--- config.mk ---
export PLATFORM = sky130hd
export DESIGN_NAME = div_issue_ctrl
export DESIGN_NICKNAME = d
export VERILOG_FILES = /design/src/rtl/div_ctrl_pkg.sv /design/src/rtl/div_issue_ctrl.sv
export SDC_FILE = /design/constraint.sdc
export NUM_CORES = 1
export LEC_CHECK = 0
export ABC_CLOCK_PERIOD_IN_PS = 2200
export CORE_AREA = 8 8 144 92
export DETAILED_ROUTE_END_ITERATION = 8
export DIE_AREA = 0 0 152 100
export DONT_BUFFER_PORTS = 1
export GPL_ROUTABILITY_DRIVEN = 0
export PLACE_DENSITY = 0.61
export SLEW_MARGIN = 25
export SYNTH_ARGS = -nofsm -noshare
export SYNTH_HDL_FRONTEND = slang
export SYNTH_SLANG_ARGS = --single-unit
--- constraint.sdc ---
create_clock -name clk -period 2.2 [get_ports clk]
set_clock_uncertainty 0.2 [all_clocks]
set_input_delay 0.44 -clock clk [delete_from_list [all_inputs] [get_ports clk]]
set_output_delay 0.44 -clock clk [all_outputs]
set_load 0.02 [all_outputs]
--- src/rtl/div_ctrl_pkg.sv ---
// Shared constants for the EX-stage divider initiator:
// FSM state encodings, RV32M divide funct3 codes and divider mode codes.
package div_ctrl_pkg;

    localparam logic [2:0] S_IDLE  = 3'd0;
    localparam logic [2:0] S_ISSUE = 3'd1;
    localparam logic [2:0] S_WAIT  = 3'd2;
    localparam logic [2:0] S_RESP  = 3'd3;
    localparam logic [2:0] S_DRAIN = 3'd4;

    typedef enum logic [2:0] {
        ST_IDLE  = S_IDLE,
        ST_ISSUE = S_ISSUE,
        ST_WAIT  = S_WAIT,
        ST_RESP  = S_RESP,
        ST_DRAIN = S_DRAIN
    } state_t;

    localparam logic [2:0] F3_DIV  = 3'b100;
    localparam logic [2:0] F3_DIVU = 3'b101;
    localparam logic [2:0] F3_REM  = 3'b110;
    localparam logic [2:0] F3_REMU = 3'b111;

    localparam logic [1:0] MODE_DIV  = 2'b00;
    localparam logic [1:0] MODE_DIVU = 2'b01;
    localparam logic [1:0] MODE_REM  = 2'b10;
    localparam logic [1:0] MODE_REMU = 2'b11;

    function automatic logic [1:0] f3_to_mode(input logic [2:0] f3);
        case (f3)
            F3_DIVU: return MODE_DIVU;
            F3_REM:  return MODE_REM;
            F3_REMU: return MODE_REMU;
            default: return MODE_DIV;
        endcase
    endfunction

endpackage

--- src/rtl/div_issue_ctrl.sv ---
// EX-stage initiator for the iterative RV32M divider, with drain and watchdog.
// Optional one-entry result cache enabled by defining DIV_RESULT_CACHE_EN.
module div_issue_ctrl
    import div_ctrl_pkg::*;
#(
    parameter int TIMEOUT_CYCLES = 40,
    parameter int XLEN           = 32
) (
    input  logic            clk,
    input  logic            rst_n,
    input  logic            req_valid,
    input  logic [2:0]      req_funct3,
    input  logic [XLEN-1:0] req_rs1,
    input  logic [XLEN-1:0] req_rs2,
    input  logic [4:0]      req_rd,
    input  logic            flush,
    output logic            stall,
    output logic            resp_valid,
    output logic [XLEN-1:0] resp_data,
    output logic [4:0]      resp_rd,
    output logic            err,
    output logic            div_start,
    output logic [XLEN-1:0] div_dividend,
    output logic [XLEN-1:0] div_divisor,
    output logic [1:0]      div_mode,
    input  logic [XLEN-1:0] div_result,
    input  logic            div_done
);

    localparam int CW = $clog2(TIMEOUT_CYCLES + 1);

    state_t          state_q;
    logic [CW-1:0]   cnt_q;
    logic [XLEN-1:0] rs1_q;
    logic [XLEN-1:0] rs2_q;
    logic [XLEN-1:0] res_q;
    logic [4:0]      rd_q;
    logic [1:0]      mode_q;
    logic [1:0]      req_mode;
    logic            accept;
    logic            tmo;
    logic            hit;
    logic [XLEN-1:0] hit_res;

    assign req_mode = f3_to_mode(req_funct3);
    assign accept   = req_valid & ~flush;
    assign tmo      = (cnt_q == CW'(TIMEOUT_CYCLES));

`ifdef DIV_RESULT_CACHE_EN
    logic            c_vld;
    logic [XLEN-1:0] c_rs1;
    logic [XLEN-1:0] c_rs2;
    logic [XLEN-1:0] c_res;
    logic [1:0]      c_mode;

    assign hit = c_vld && (c_rs1 == req_rs1) && (c_rs2 == req_rs2)
                 && (c_mode == req_mode);
    assign hit_res = c_res;

    // Only genuine divider results are remembered, never timeouts or drains.
    always_ff @(posedge clk or negedge rst_n) begin
        if (!rst_n) begin
            c_vld  <= 1'b0;
            c_rs1  <= '0;
            c_rs2  <= '0;
            c_res  <= '0;
            c_mode <= '0;
        end else if (state_q == ST_WAIT && div_done) begin
            c_vld  <= 1'b1;
            c_rs1  <= rs1_q;
            c_rs2  <= rs2_q;
            c_res  <= div_result;
            c_mode <= mode_q;
        end
    end
`else
    assign hit     = 1'b0;
    assign hit_res = '0;
`endif

    always_ff @(posedge clk or negedge rst_n) begin
        if (!rst_n) begin
            state_q <= ST_IDLE;
            cnt_q   <= '0;
            rs1_q   <= '0;
            rs2_q   <= '0;
            res_q   <= '0;
            rd_q    <= '0;
            mode_q  <= '0;
        end else begin
            unique case (state_q)
                ST_IDLE: begin
                    if (accept) begin
                        rs1_q  <= req_rs1;
                        rs2_q  <= req_rs2;
                        rd_q   <= req_rd;
                        mode_q <= req_mode;
                        if (hit) begin
                            res_q   <= hit_res;
                            state_q <= ST_RESP;
                        end else begin
                            state_q <= ST_ISSUE;
                        end
                    end
                end
                ST_ISSUE: begin
                    cnt_q <= '0;
                    if (flush) state_q <= ST_IDLE;
                    else       state_q <= ST_WAIT;
                end
                ST_WAIT: begin
                    cnt_q <= cnt_q + CW'(1);
                    if (div_done) begin
                        res_q   <= div_result;
                        state_q <= ST_RESP;
                    end else if (tmo) begin
                        res_q   <= '0;
                        state_q <= ST_RESP;
                    end else if (flush) begin
                        cnt_q   <= '0;
                        state_q <= ST_DRAIN;
                    end
                end
                ST_RESP: state_q <= ST_IDLE;
                // The divider cannot abort, so wait out its done pulse.
                ST_DRAIN: begin
                    cnt_q <= cnt_q + CW'(1);
                    if (div_done || tmo) state_q <= ST_IDLE;
                end
                default: state_q <= ST_IDLE;
            endcase
        end
    end

    always_comb begin
        stall      = 1'b0;
        resp_valid = 1'b0;
        err        = 1'b0;
        div_start  = 1'b0;
        unique case (state_q)
            ST_IDLE:  stall = accept;
            ST_ISSUE: begin
                stall     = 1'b1;
                div_start = ~flush;
            end
            ST_WAIT: begin
                stall = 1'b1;
                err   = tmo & ~div_done;
            end
            ST_RESP:  resp_valid = ~flush;
            ST_DRAIN: begin
                stall = req_valid;
                err   = tmo & ~div_done;
            end
            default: ;
        endcase
    end

    assign resp_data    = res_q;
    assign resp_rd      = rd_q;
    assign div_dividend = rs1_q;
    assign div_divisor  = rs2_q;
    assign div_mode     = mode_q;

endmodule

==> run_results.csv, run 1 <==
group,metric,value,unit
clock_tree,root_buffer,"clkbuf_16",
yosys,ys_ff_latch,112,
worst_setup_path,worstPathRequired,1.56,ns
worst_setup_path,endpoint_kind,"primary output",
pwr,irDropWorstVdd,0.659,mV
place,port_buffers,0,
clock_tree,cts_buffers,9,
grt,track_usage,0.138,
worst_setup_path,crit_family,"simple AND/OR/NAND/NOR gates",
yosys,syn_nets,407,
yosys,synth_area_per_cell,14.7,µm²
finish,layout_commonest_cell,"dfrtp_1",
floorplan,initial_utilization,0.393,
yosys,synth_top_cells_by_area,"dfrtp_1 (64%), mux2_2 (18%), a22o_1 (6.4%)",
finish,syn_to_final_growth,13.0,%
timing,slew_violations,0,
yosys,synth_cells,296,
flow_run,maxCapViolCount,0,
yosys,synthMuxAreaShare,0.178,
grt,grt_pass1_wl,16500,µm
pwr,sw_frac_of_total,0.399,
worst_setup_path,worstSetupPathType,"flip-flop to primary output",
pwr,switchingPower,3.37,mW
clock_tree,cts.sinks,112,
worst_setup_path,critPathBufInv,1,
timing,timing_hold_violations_final,112,
floorplan,ios,216,
yosys,synth_compound_area_frac,0.0943,
pwr,p_int,5.09,mW
pwr,pwr-share-comb,0.204,
timing,tns,0,ns
route,wirelength,10600,µm
place,dp_hpwl,7990,µm
timing,min_period_over_period,0.976,
clock_tree,insertion_delay,0.34,ns
yosys,netlist_area,4350,µm²
worst_setup_path,path_cells,"xnor2_1, or3_1, nor3_2, buf_4",
pwr,cellLeakagePower,2.15,nW
clock_tree,cts_tree,"done",
timing,rsz0062_at_grt,"yes",
finish,n_antenna_cell,0,
yosys,synth_top_family_by_area,"multiplexers",
timing,tightest_slew,0.276,ns
route,ant_nets,0,
yosys,seq_area_frac_synth,0.644,
route,drc,0,
clock_tree,cts.path.max_buffers,2,
yosys,synth_cell_types,38,
timing,setup_viol,0,
yosys,synth_xor_area_frac,0.00402,
worst_setup_path,start_kind,"flip-flop",
finish,drive_above_1_share,0.361,
finish,utilization,0.444,
grt,first_global_vias,2752,
finish,finalNonFillerCells,454,
yosys,yosysTopAreaCell,"dfrtp_1",
timing,worst_slack,0.0532,ns
worst_setup_path,cp_max_fo,3,
yosys,yosys_warnings,0,
grt,grt_antenna_before_repair,1,
yosys,synth_top_area_frac,0.644,
worst_setup_path,slowest_delay,0.42,ns
floorplan,core_area,11100,µm²
route,routedWlPerCell,23.3,µm
route,drt-initial-drc-count,113,
place,dpl.cell_count,434,
route,vias_per_cell,5.48,
route,first_pass_iters,4,
floorplan,row_count,30,
route,num_vias,2486,
place,post-place-ws,0.253,ns
yosys,synthAdderAreaFrac,0.00575,
worst_setup_path,crit_slowest_cell,"dfrtp_1",
pwr,seqPwrFrac,0.589,
outcome,violations,"negative hold slack",
floorplan,die_h,100,µm
outcome,run_status,"complete, but fails checks",
pwr,clkPwrFrac,0.208,
yosys,synth_simple_gate_area_frac,0.0492,
finish,final_cell_mix,"dfrtp_1 (110), mux2_2 (69), a22o_1 (32)",
clock_tree,clk_pin_slew,0.07,ns
floorplan,die_area,15200,µm²
timing,slew_headroom,0.816,
worst_setup_path,crit_arrival,1.51,ns
grt,gr-total-overflow,0,
grt,grt_max_degree,113,
timing,max_freq,466,MHz
finish,fin_nets,416,
timing,finalCriticalPeriod,2.15,ns
clock_tree,htreeDepth,3,
timing,hold-worst-slack,-0.412,ns
pwr,power.density,1720,nW/µm²
floorplan,chipWidth,152,µm
hold_path,hp-class,"primary input to async pin",
-- worst register-to-register path: cells and delay by family, from the launching register on --
family	cells	cell delay [ns]
AOI/OAI and AO/OA	2	0.55
DFF	1	0.42
buffers and inverters	2	0.29
and+or+nand+nor	2	0.28
adders and majority gates	1	0.14
-- Yosys cell counts (all sizes together) --
master    n
and3      1
o21ai     5
o32ai     1
or2       2
a22o     32
a31o      1
nand4b    1
nand2b    3
nor2      6
a211oi    1
o21bai    2
buf      15
or3b      1
nand2    11
dfrtp   112
xnor2     1
ha        2
o31ai     2
clkbuf    2
nor3      4
or4       1
inv       4
nand3     3
or3       4
a22oi     1
and2      1
xor2      1
nand4     1
a21oi     5
mux2     69
a32o      1
-- power by group through the flow --
| stage | Combinational [mW] | Clock (mW) | Sequential, mW |
|---|---|---|---|
| 4_1_cts | 1.75 | 1.82 | 5.02 |
| 3_3_place_gp | 1.60 | 0 | 5.07 |
| 5_1_grt | 1.90 | 1.90 | 5.12 |
| 2_1_floorplan | 1.44 | 0 | 4.70 |
| 6_report | 1.72 | 1.76 | 4.98 |
| 3_5_place_dp | 1.70 | 0 | 5.06 |
-- kinds of logic after synthesis --
kind of cell               after synthesis
and+or+nand+nor                         39
muxes                                   69
AOI/OAI and AO/OA                       51
adders and majority gates                2
xor gates and xnor gates                 2
DFF                                    112
buffers and inverters                   21
-- repair_timing --
item	in CTS	in global routing
pin swaps	0	0
resized for setup	3	0
setup endpoints to repair	1	1
hold endpoints to repair	112	112
cloned	0	0
setup buffers	3	1
-- flip-flops by register name (all words and copies together), names as in the netlist --
name,cells
cnt_q,6
resp_data,32
div_dividend,32
div_mode,2
state_q,3
resp_rd,5
div_divisor,32
-- layer usage --
layer / GRT usage / vias to the layer above / wire [µm] / part of all wire
met3: 0.0927 / 8 / 1540 / 0.15
met4: 0.0344 / 2 / 78 / 0.0074
met1: 0.153 / 1262 / 3950 / 0.37
met2: 0.215 / 136 / 4990 / 0.47
li1: - / 1078 / - / -
met5: 0 / - / 20 / 0.0019
-- per-stage QoR --
stage	hold slack (ns)	power, mW	area, µm²
6_report	-0.412	8.46	4920
5_1_grt	-0.441	8.92	4920
4_1_cts	-0.430	8.60	4910
3_5_place_dp	-0.0523	6.76	4560
3_3_place_gp	-0.0518	6.67	4560
2_1_floorplan	-0.0556	6.14	4350
-- final timing paths --
path,from,to,slack [ns],cells after the start
min reg2reg,cnt_q[1]$_DFFE_PN0P_,cnt_q[1]$_DFFE_PN0P_,0.36,1
max,state_q[2]$_DFFE_PN0P_,err,0.05,4
min,rst_n,div_divisor[9]$_DFFE_PN0P_,-0.41,0
min in group clk,div_result[10],resp_data[10]$_DFFE_PN0P_,0.03,1
max in group asynchronous,rst_n,state_q[0]$_DFFE_PN0P_,2.01,0
max reg2reg,cnt_q[1]$_DFFE_PN0P_,resp_data[16]$_DFFE_PN0P_,0.21,7
-- area by class of cell --
cell class / count / area (µm²)
Clock buffer: 10 / 229
Timing Repair Buffer: 15 / 138
Clock inverter: 6 / 97.6
Multi-Input combinational cell: 163 / 1460
Tap cell: 144 / 180
Fill cell: 1005 / 6150
Sequential cell: 112 / 2810
Inverter: 4 / 15.0
No activity file was read; power rests on OpenSTA's default activity.
==> run 2, diff against run 1 <==
- PLACE_DENSITY: 0.61 -> not set
==> run 2 against run 1 <==
  * The flow still finishes with violations (negative hold slack)
  * First-iteration DRC count fell by 35%
  * Clock power fell by 7%
  * Critical path depth did not move
  * Routed wire length fell by 2.4%
  * Setup slack improved by 0.0033 ns
  * Fmax rose by 0.16%
  * Non-clock buffer count rose by 3
  * Register-to-register slack got worse by 0.06 ns
  * Combinational power barely moved
  * Sequential share of layout area fell by 0.23 points
  * Sequential power barely moved
  * Total power fell by 1.2%
  * Critical path type unchanged
  * Critical endpoint unchanged
  * Highest routed layer is now met4
==> run_results.csv, run 2 (synthesis results as in run 1) <==
group,metric,value,unit
worst_setup_path,slowest_delay,0.42,ns
finish,fillers,985,
timing,min_period_over_period,0.974,
finish,final-seq-area,2810,µm²
worst_setup_path,crit_slowest_cell,"dfrtp_1",
worst_setup_path,worstPathRequired,1.56,ns
finish,utilization,0.446,
worst_setup_path,worstReg2RegStart,"cnt_q[1]$_DFFE_PN0P_",
floorplan,core_area,11100,µm²
worst_setup_path,endpoint_kind,"primary output",
worst_setup_path,ff2ff_path_depth,7,
place,port_buffers,0,
place,post-place-ws,0.180,ns
finish,finalNonFillerCells,457,
floorplan,chipWidth,152,µm
clock_tree,cts_tree,"done",
timing,setup_viol,0,
timing,finalCriticalPeriod,2.14,ns
worst_setup_path,r2r-end,"resp_data[30]$_DFFE_PN0P_",
route,routedWlPerCell,22.6,µm
finish,final_cell_mix,"dfrtp_1 (110), mux2_2 (69), a22o_1 (32)",
place,dp_hpwl,7920,µm
worst_setup_path,cp_max_fo,3,
worst_setup_path,crit_family,"simple AND/OR/NAND/NOR gates",
clock_tree,clk_pin_slew,0.07,ns
flow_run,maxCapViolCount,0,
timing,tightest_slew,0.371,ns
pwr,power.density,1690,nW/µm²
floorplan,initial_utilization,0.393,
grt,track_usage,0.135,
timing,hold-worst-slack,-0.408,ns
timing,rsz0062_at_grt,"yes",
pwr,cellLeakagePower,2.17,nW
outcome,violations,"negative hold slack",
worst_setup_path,crit_arrival,1.50,ns
worst_setup_path,reg2reg_slack,0.15,ns
hold_path,hp-class,"primary input to async pin",
finish,syn_to_final_growth,13.5,%
finish,multi_input_area,1450,µm²
finish,fin_nets,419,
worst_setup_path,critPathBufInv,1,
route,drc,0,
grt,grt_pass1_wl,16300,µm
route,ant_nets,0,
clock_tree,htreeDepth,3,
finish,layout_commonest_cell,"dfrtp_1",
timing,worst_slack,0.0565,ns
route,drt-initial-drc-count,73,
timing,timing_hold_violations_final,112,
clock_tree,insertion_delay,0.34,ns
worst_setup_path,start_kind,"flip-flop",
clock_tree,cts.path.max_buffers,2,
worst_setup_path,path_cells,"xnor2_1, or3_1, nor3_2, buf_4",
floorplan,ios,216,
pwr,irDropWorstVdd,0.591,mV
floorplan,row_count,30,
finish,drive_above_1_share,0.367,
clock_tree,cts_buffers,9,
timing,max_freq,467,MHz
timing,slew_violations,0,
place,dpl.cell_count,438,
timing,slew_headroom,0.752,
outcome,run_status,"complete, but fails checks",
grt,gr-total-overflow,0,
clock_tree,root_buffer,"clkbuf_16",
grt,first_global_vias,2628,
route,wirelength,10300,µm
route,num_vias,2437,
route,first_pass_iters,4,
clock_tree,cts.sinks,112,
grt,grt_max_degree,113,
floorplan,die_area,15200,µm²
floorplan,die_h,100,µm
worst_setup_path,worstSetupPathType,"flip-flop to primary output",
route,vias_per_cell,5.33,
grt,grt_antenna_before_repair,0,
finish,n_antenna_cell,0,
-- run 2: area by class of cell --
type                            count  share of cell area
Clock inverter                      6              0.0157
Tap cell                          144              0.0365
Clock buffer                       10              0.0463
Multi-Input combinational cell    163               0.293
Inverter                            4             0.00304
Timing Repair Buffer               18              0.0375
Sequential cell                   112               0.568
-- run 2: metal layers --
layer	routed length, µm	vias up	global-route usage
met1	4310	1200	0.162
met3	1220	7	0.0781
met4	87	0	0.0359
li1	-	1093	-
met2	4700	137	0.206
met5	0	-	0
-- run 2: worst max-delay path by stage --
stage	slack (ns)	depth (start not counted)	start	to
4_1_cts	0.008	5	cnt_q[1]$_DFFE_PN0P_	err
2_1_floorplan	0.11	4	state_q[2]$_DFFE_PN0P_	err
3_5_place_dp	0.18	7	cnt_q[1]$_DFFE_PN0P_	resp_data[30]$_DFFE_PN0P_
5_1_grt	-0.05	5	cnt_q[1]$_DFFE_PN0P_	err
6_report	0.06	4	state_q[2]$_DFFE_PN0P_	err
3_3_place_gp	0.24	7	cnt_q[1]$_DFFE_PN0P_	resp_data[0]$_DFFE_PN0P_
-- run 2: metrics by stage --
stage / cell area, µm² / power [mW] / TNS [ns]
floorplan: 4350 / 6.14 / 0
global placement: 4600 / 6.71 / 0
detailed placement: 4600 / 6.78 / 0
CTS: 4940 / 8.49 / 0
global route: 4940 / 8.82 / -0.0479
finish: 4940 / 8.36 / 0
-- run 2: report_power, final --
| group | internal [mW] | switching, mW |
|---|---|---|
| Sequential | 3.03 | 1.96 |
| Clock | 0.902 | 0.729 |
| Combinational | 1.07 | 0.673 |
| Total | 5.00 | 3.36 |
-- run 2: repair_timing --
item                                    in CTS  in global routing
buffers inserted                             3                  0
pin swaps                                    0                  0
resized for setup                            2                  1
gates cloned                                 0                  0
hold endpoints to repair                   112                112
endpoints found under the setup margin       1                  1
==> run 3, diff against run 2 <==
- ABC_CLOCK_PERIOD_IN_PS: 2200 -> 2630
- SLEW_MARGIN: 25 -> 20
- TNS_END_PERCENT: not set -> 5
- clock period: 2.2 -> 2.63 ns (I/O delays scaled with it)
==> run 3 against run 2 <==
  * The flow still finishes with violations (negative hold slack)
  * Combinational power down 24%
  * Cell area down 2.3%
  * Register-to-register slack better by 0.27 ns
  * Critical path depth did not move
  * Critical path type unchanged
  * Critical endpoint unchanged
  * Highest routed layer unchanged
==> run_results.csv, run 3 (synthesis results as in run 1) <==
group,metric,value,unit
route,first_pass_iters,4,
finish,fillers,995,
grt,use_met2,0.205,
worst_setup_path,cp_max_fo,14,
worst_setup_path,start_kind,"flip-flop",
route,drc,0,
grt,grt_max_degree,113,
timing,finalCriticalPeriod,2.39,ns
floorplan,chipWidth,152,µm
hold_path,hp-class,"primary input to async pin",
timing,timing_hold_violations_final,112,
place,post-place-ws,0.430,ns
pwr,irDropWorstVdd,0.527,mV
clock_tree,insertion_delay,0.34,ns
finish,n_antenna_cell,0,
grt,use_met3,0.0755,
timing,slew_headroom,0.553,
clock_tree,htreeDepth,3,
grt,track_usage,0.133,
clock_tree,cts_buffers,9,
timing,min_period_over_period,0.908,
timing,max_freq,419,MHz
worst_setup_path,worstPathRequired,1.90,ns
route,num_vias,2412,
floorplan,die_h,100,µm
floorplan,initial_utilization,0.393,
timing,worst_slack,0.243,ns
clock_tree,root_buffer,"clkbuf_16",
worst_setup_path,crit_arrival,1.66,ns
route,drt-initial-drc-count,160,
place,dpl.cell_count,430,
timing,hold-worst-slack,-0.319,ns
finish,finalNonFillerCells,446,
timing,slew_violations,0,
finish,final_cell_mix,"dfrtp_1 (112), mux2_2 (69), a22o_1 (32)",
grt,grt_use_met1,0.156,
worst_setup_path,crit_slowest_cell,"dfrtp_1",
finish,final-seq-area,2800,µm²
grt,gr-total-overflow,0,
grt,first_global_vias,2587,
worst_setup_path,slowest_delay,0.53,ns
worst_setup_path,ff2ff_path_depth,7,
worst_setup_path,path_cells,"xnor2_1, or3_1, nor3_1, buf_4",
route,wirelength,10400,µm
finish,layout_commonest_cell,"dfrtp_1",
timing,rsz0062_at_grt,"no",
finish,syn_to_final_growth,10.9,%
floorplan,die_area,15200,µm²
clock_tree,cts_setup_buffers,0,
clock_tree,cts.path.max_buffers,2,
outcome,run_status,"complete, but fails checks",
finish,drive_above_1_share,0.338,
timing,tns,0,ns
clock_tree,cts.sinks,112,
flow_run,maxCapViolCount,0,
finish,fin_nets,408,
floorplan,core_area,11100,µm²
worst_setup_path,endpoint_kind,"primary output",
clock_tree,cts_tree,"done",
clock_tree,clk_pin_slew,0.07,ns
route,vias_per_cell,5.41,
timing,tightest_slew,0.668,ns
outcome,violations,"negative hold slack",
pwr,cellLeakagePower,2.10,nW
grt,grt-busiest-layer,"met2",
finish,multi_input_area,1440,µm²
place,port_buffers,0,
clock_tree,cts_resized,0,
worst_setup_path,worstSetupPathType,"flip-flop to primary output",
grt,grt_pass1_wl,15900,µm
route,ant_nets,0,
floorplan,row_count,30,
floorplan,ios,216,
pwr,power.density,1440,nW/µm²
route,routedWlPerCell,23.3,µm
grt,grt_antenna_before_repair,0,
timing,setup_viol,0,
place,dp_hpwl,7940,µm
[run 3: cell count changes in the layout (fill, tap and decap cells not counted)]
cell      change
nor3_1        +1
dfrtp_2       -2
nor3_2        -1
buf_4         -8
clkinv_2      -1
clkbuf_8      +1
dfrtp_1       +2
buf_12        -3
inv_6         +1
clkbuf_1      -1
[run 3: area by class of cell]
| class | instances | area share |
|---|---|---|
| well taps | 144 | 0.0373 |
| flip-flops and latches | 112 | 0.581 |
| clock buffers | 10 | 0.0495 |
| multi-input cells | 163 | 0.299 |
| inverters | 4 | 0.00311 |
| repair buffers | 7 | 0.0135 |
| clock inverters | 6 | 0.0168 |
[run 3: critical path: cells and delay by family (launching register included)]
family                    cells  cell delay [ns]
DFF                           1             0.53
and+or+nand+nor               2             0.45
xor gates and xnor gates      1             0.18
buffers and inverters         1             0.17
[run 3: metrics by stage]
step | util | power [mW] | hold WS [ns] | area (µm²)
3_3_place_gp | 0.407 | 5.53 | 0.0346 | 4510
2_1_floorplan | - | 5.14 | 0.0304 | 4350
3_5_place_dp | 0.407 | 5.61 | 0.0342 | 4510
5_1_grt | 0.436 | 7.31 | -0.350 | 4830
6_report | 0.436 | 6.96 | -0.319 | 4830
4_1_cts | 0.436 | 7.05 | -0.341 | 4830
[run 3: path summary, 6_finish.rpt]
| check | start | end | slack (ns) |
|---|---|---|---|
| worst max-delay path | state_q[2]$_DFFE_PN0P_ | err | 0.24 |
| worst min-delay path | rst_n | state_q[1]$_DFFE_PN0P_ | -0.32 |
| worst max register to register | cnt_q[0]$_DFFE_PN0P_ | resp_data[29]$_DFFE_PN0P_ | 0.42 |
| worst min register to register | cnt_q[1]$_DFFE_PN0P_ | cnt_q[1]$_DFFE_PN0P_ | 0.36 |
| max in group asynchronous | rst_n | state_q[2]$_DFFE_PN0P_ | 2.29 |
| min in group clk | div_result[9] | resp_data[9]$_DFFE_PN0P_ | 0.11 |
[run 3: metal layers]
layer,vias up,part of all wire
met5,-,0
met4,0,0.0079
met3,8,0.13
met2,135,0.46
met1,1203,0.41
li1,1066,-
[run 3: where the power goes]
| group | switching, mW | leakage [nW] | internal, mW | total [mW] |
|---|---|---|---|---|
| sequential | 1.68 | 1.36 | 2.53 | 4.21 |
| combinational | 0.518 | 0.584 | 0.808 | 1.33 |
| clock | 0.636 | 0.157 | 0.786 | 1.42 |
| total | 2.83 | 2.10 | 4.13 | 6.96 |
==> patch 1 (config.mk and constraints of run 2) <==
Put a register stage on the output `err`, with the module's reset. The value now appears one clock later. The other outputs are not delayed to match.
--- a/src/rtl/div_issue_ctrl.sv
+++ b/src/rtl/div_issue_ctrl.sv
@@ -28,6 +28,8 @@
 );
 
     localparam int CW = $clog2(TIMEOUT_CYCLES + 1);
+
+    logic err_d;
 
     state_t          state_q;
     logic [CW-1:0]   cnt_q;
@@ -135,7 +137,7 @@
     always_comb begin
         stall      = 1'b0;
         resp_valid = 1'b0;
-        err        = 1'b0;
+        err_d      = 1'b0;
         div_start  = 1'b0;
         unique case (state_q)
             ST_IDLE:  stall = accept;
@@ -145,12 +147,12 @@
             end
             ST_WAIT: begin
                 stall = 1'b1;
-                err   = tmo & ~div_done;
+                err_d = tmo & ~div_done;
             end
             ST_RESP:  resp_valid = ~flush;
             ST_DRAIN: begin
                 stall = req_valid;
-                err   = tmo & ~div_done;
+                err_d = tmo & ~div_done;
             end
             default: ;
         endcase
@@ -162,5 +164,13 @@
     assign div_divisor  = rs2_q;
     assign div_mode     = mode_q;
 
+    always_ff @(posedge clk or negedge rst_n) begin
+        if (!rst_n) begin
+            err <= '0;
+        end else begin
+            err <= err_d;
+        end
+    end
+
 endmodule
 
Behaviour: no difference found for any inputs over 4 cycles, from zero or initial values and one cycle with rst_n low; that may be too few to reach the edited logic, so the function may still have changed.
==> patch 1 against run 2 <==
- the flow now stops in clock tree synthesis (4_1_cts)
- synthesized area rose by 0.57%
==> patch 1: results (changes against run 2) <==
CTS:
- The number of cells upsized or downsized after cts is 1 (-1).
- The number of buffers created by CTS came to 17 (+8).
- The H-tree depth is 4 (+1).
- Clock tree synthesis selected as its root buffer the cell clkbuf_16.
- The post-cts hold buffer count is 101.
- The setup fix buffers added after clock tree synthesis is 0 (-3).
- The maximum count of clock buffers along a single path is 2 (unchanged).

Logic synthesis:
- The post-synthesis net count is 408 (+0.25%).
- Ranked by instance count, the synthesized netlist is headed by dfrtp_1, mux2_2, a22o_1, buf_2, nand2_1.
- The distinct cell type count of the synthesized netlist is 38 (unchanged).
- The count of synthesis-stage warnings from yosys is 0 (unchanged).
- The synthesis-stage register bit count is 113 (+0.89%).
- In the post-synthesis netlist, the biggest area contributors are dfrtp_1, mux2_2, a22o_1.
- The proportion of synthesized chip area in sequential cells came to 64.59% (+0.20 points).
- The async set-or-reset flop fraction in the synthesized netlist is 100.0% (unchanged).

Outcome:
- The tool reported: "[ERROR RSZ-0060] Max buffer count reached".
- The stage where the run ended is clock tree synthesis (4_1_cts).
- The flow did not finish.

Placed design:
- The number of buffer cells added on primary ports was 0 (unchanged).
- The detailed placement HPWL is 7864 um (-0.64%).
## patch 1: cell types whose count changed after synthesis
cell | run 2 | this run
dfrtp_1 | 112 | 113
## patch 1: cells by family after synthesis
logic type	Yosys count	share of synthesized area (%)
flops	113	64.59
mux	69	17.75
compound gates	51	9.374
simple gates	39	4.888
buf+inv	21	2.429
xor+xnor	2	0.4002
fa+ha+maj	2	0.5715
## patch 1: metrics by stage
step	setup slack, ps	instance area [um^2]	cells	util, %
3_5_place_dp	245.7	4554	433	41.13
2_1_floorplan	369.1	4378	297	-
3_3_place_gp	298.4	4554	433	41.13
==> patch 2 (settings of run 2) <==
Without the edit above. Change the parameter `XLEN` from 32 to 64.
--- a/src/rtl/div_issue_ctrl.sv
+++ b/src/rtl/div_issue_ctrl.sv
@@ -4,7 +4,7 @@
     import div_ctrl_pkg::*;
 #(
     parameter int TIMEOUT_CYCLES = 40,
-    parameter int XLEN           = 32
+    parameter int XLEN           = 64
 ) (
     input  logic            clk,
     input  logic            rst_n,
Interface: changed (6 resized); port bits go from 216 to 408. No check against the original RTL was run, so the function may have changed too.
==> patch 2 against run 2 <==
- the flow now stops in clock tree synthesis (4_1_cts)
- synthesized area rose by 85%
==> patch 2: results (changes against run 2) <==
CTS:
- The number of buffers created by CTS is 18 (+9).
- The H-tree depth is 1 (-2).
- The tree is rooted in a clkbuf_16.
- The maximum count of clock buffers along a single path is 3 (+1).
- Buffers inserted to repair hold after CTS numbered 136.
- The number of cells upsized or downsized after cts is 22 (+20).
- The number of sinks handled by clock tree synthesis is 208 (+86%).
- The setup fix buffers added after clock tree synthesis was 10 (+7).

Logic synthesis:
- Sorting the synthesized cells by area gives the leading types as dfrtp_1, mux2_1, a22o_1.
- In the synthesized netlist, the cells that appear most often are dfrtp_1, mux2_1, a22o_1, buf_6, nor2_1.
- The proportion of synthesized chip area in sequential cells was 64.79% (+0.40 points).
- The distinct cell type count of the synthesized netlist is 41 (+7.9%).
- The post-synthesis net count is 721 (+77%).
- The count of synthesis-stage warnings from yosys is 0 (unchanged).
- The async set-or-reset flop fraction in the synthesized netlist is 100.0% (unchanged).
- The average cell area after synthesis is 15.63 um^2 (+6.3%).
- Among all flip-flop cells after synthesis, the most frequent one is dfrtp_1.

Outcome:
- The first error in the log reads "[ERROR RSZ-0060] Max buffer count reached".
- The flow did not finish.
- It got as far as clock tree synthesis (4_1_cts) and failed there.

Placed design:
- The number of buffer cells added on primary ports is 0 (unchanged).
- The detailed placement HPWL came to 16330 um (+110%).
- The minimum setup slack after placement is 132.5 ps (-47.47 ps).
- The cell area reported after detailed placement was 8088 um^2 (+76%).
## patch 2: metrics by stage
step / utilization, % / std cells
after detailed placement: 73.04 / 638
after global placement: 73.04 / 638
after floorplan: - / 514
## patch 2: cells by family after synthesis
logic type | share of synthesized area (%)
xor+xnor | 0.5451
mux | 18.64
compound gates | 8.893
buf+inv | 3.660
simple gates | 3.162
flops | 64.79
fa+ha+maj | 0.3114
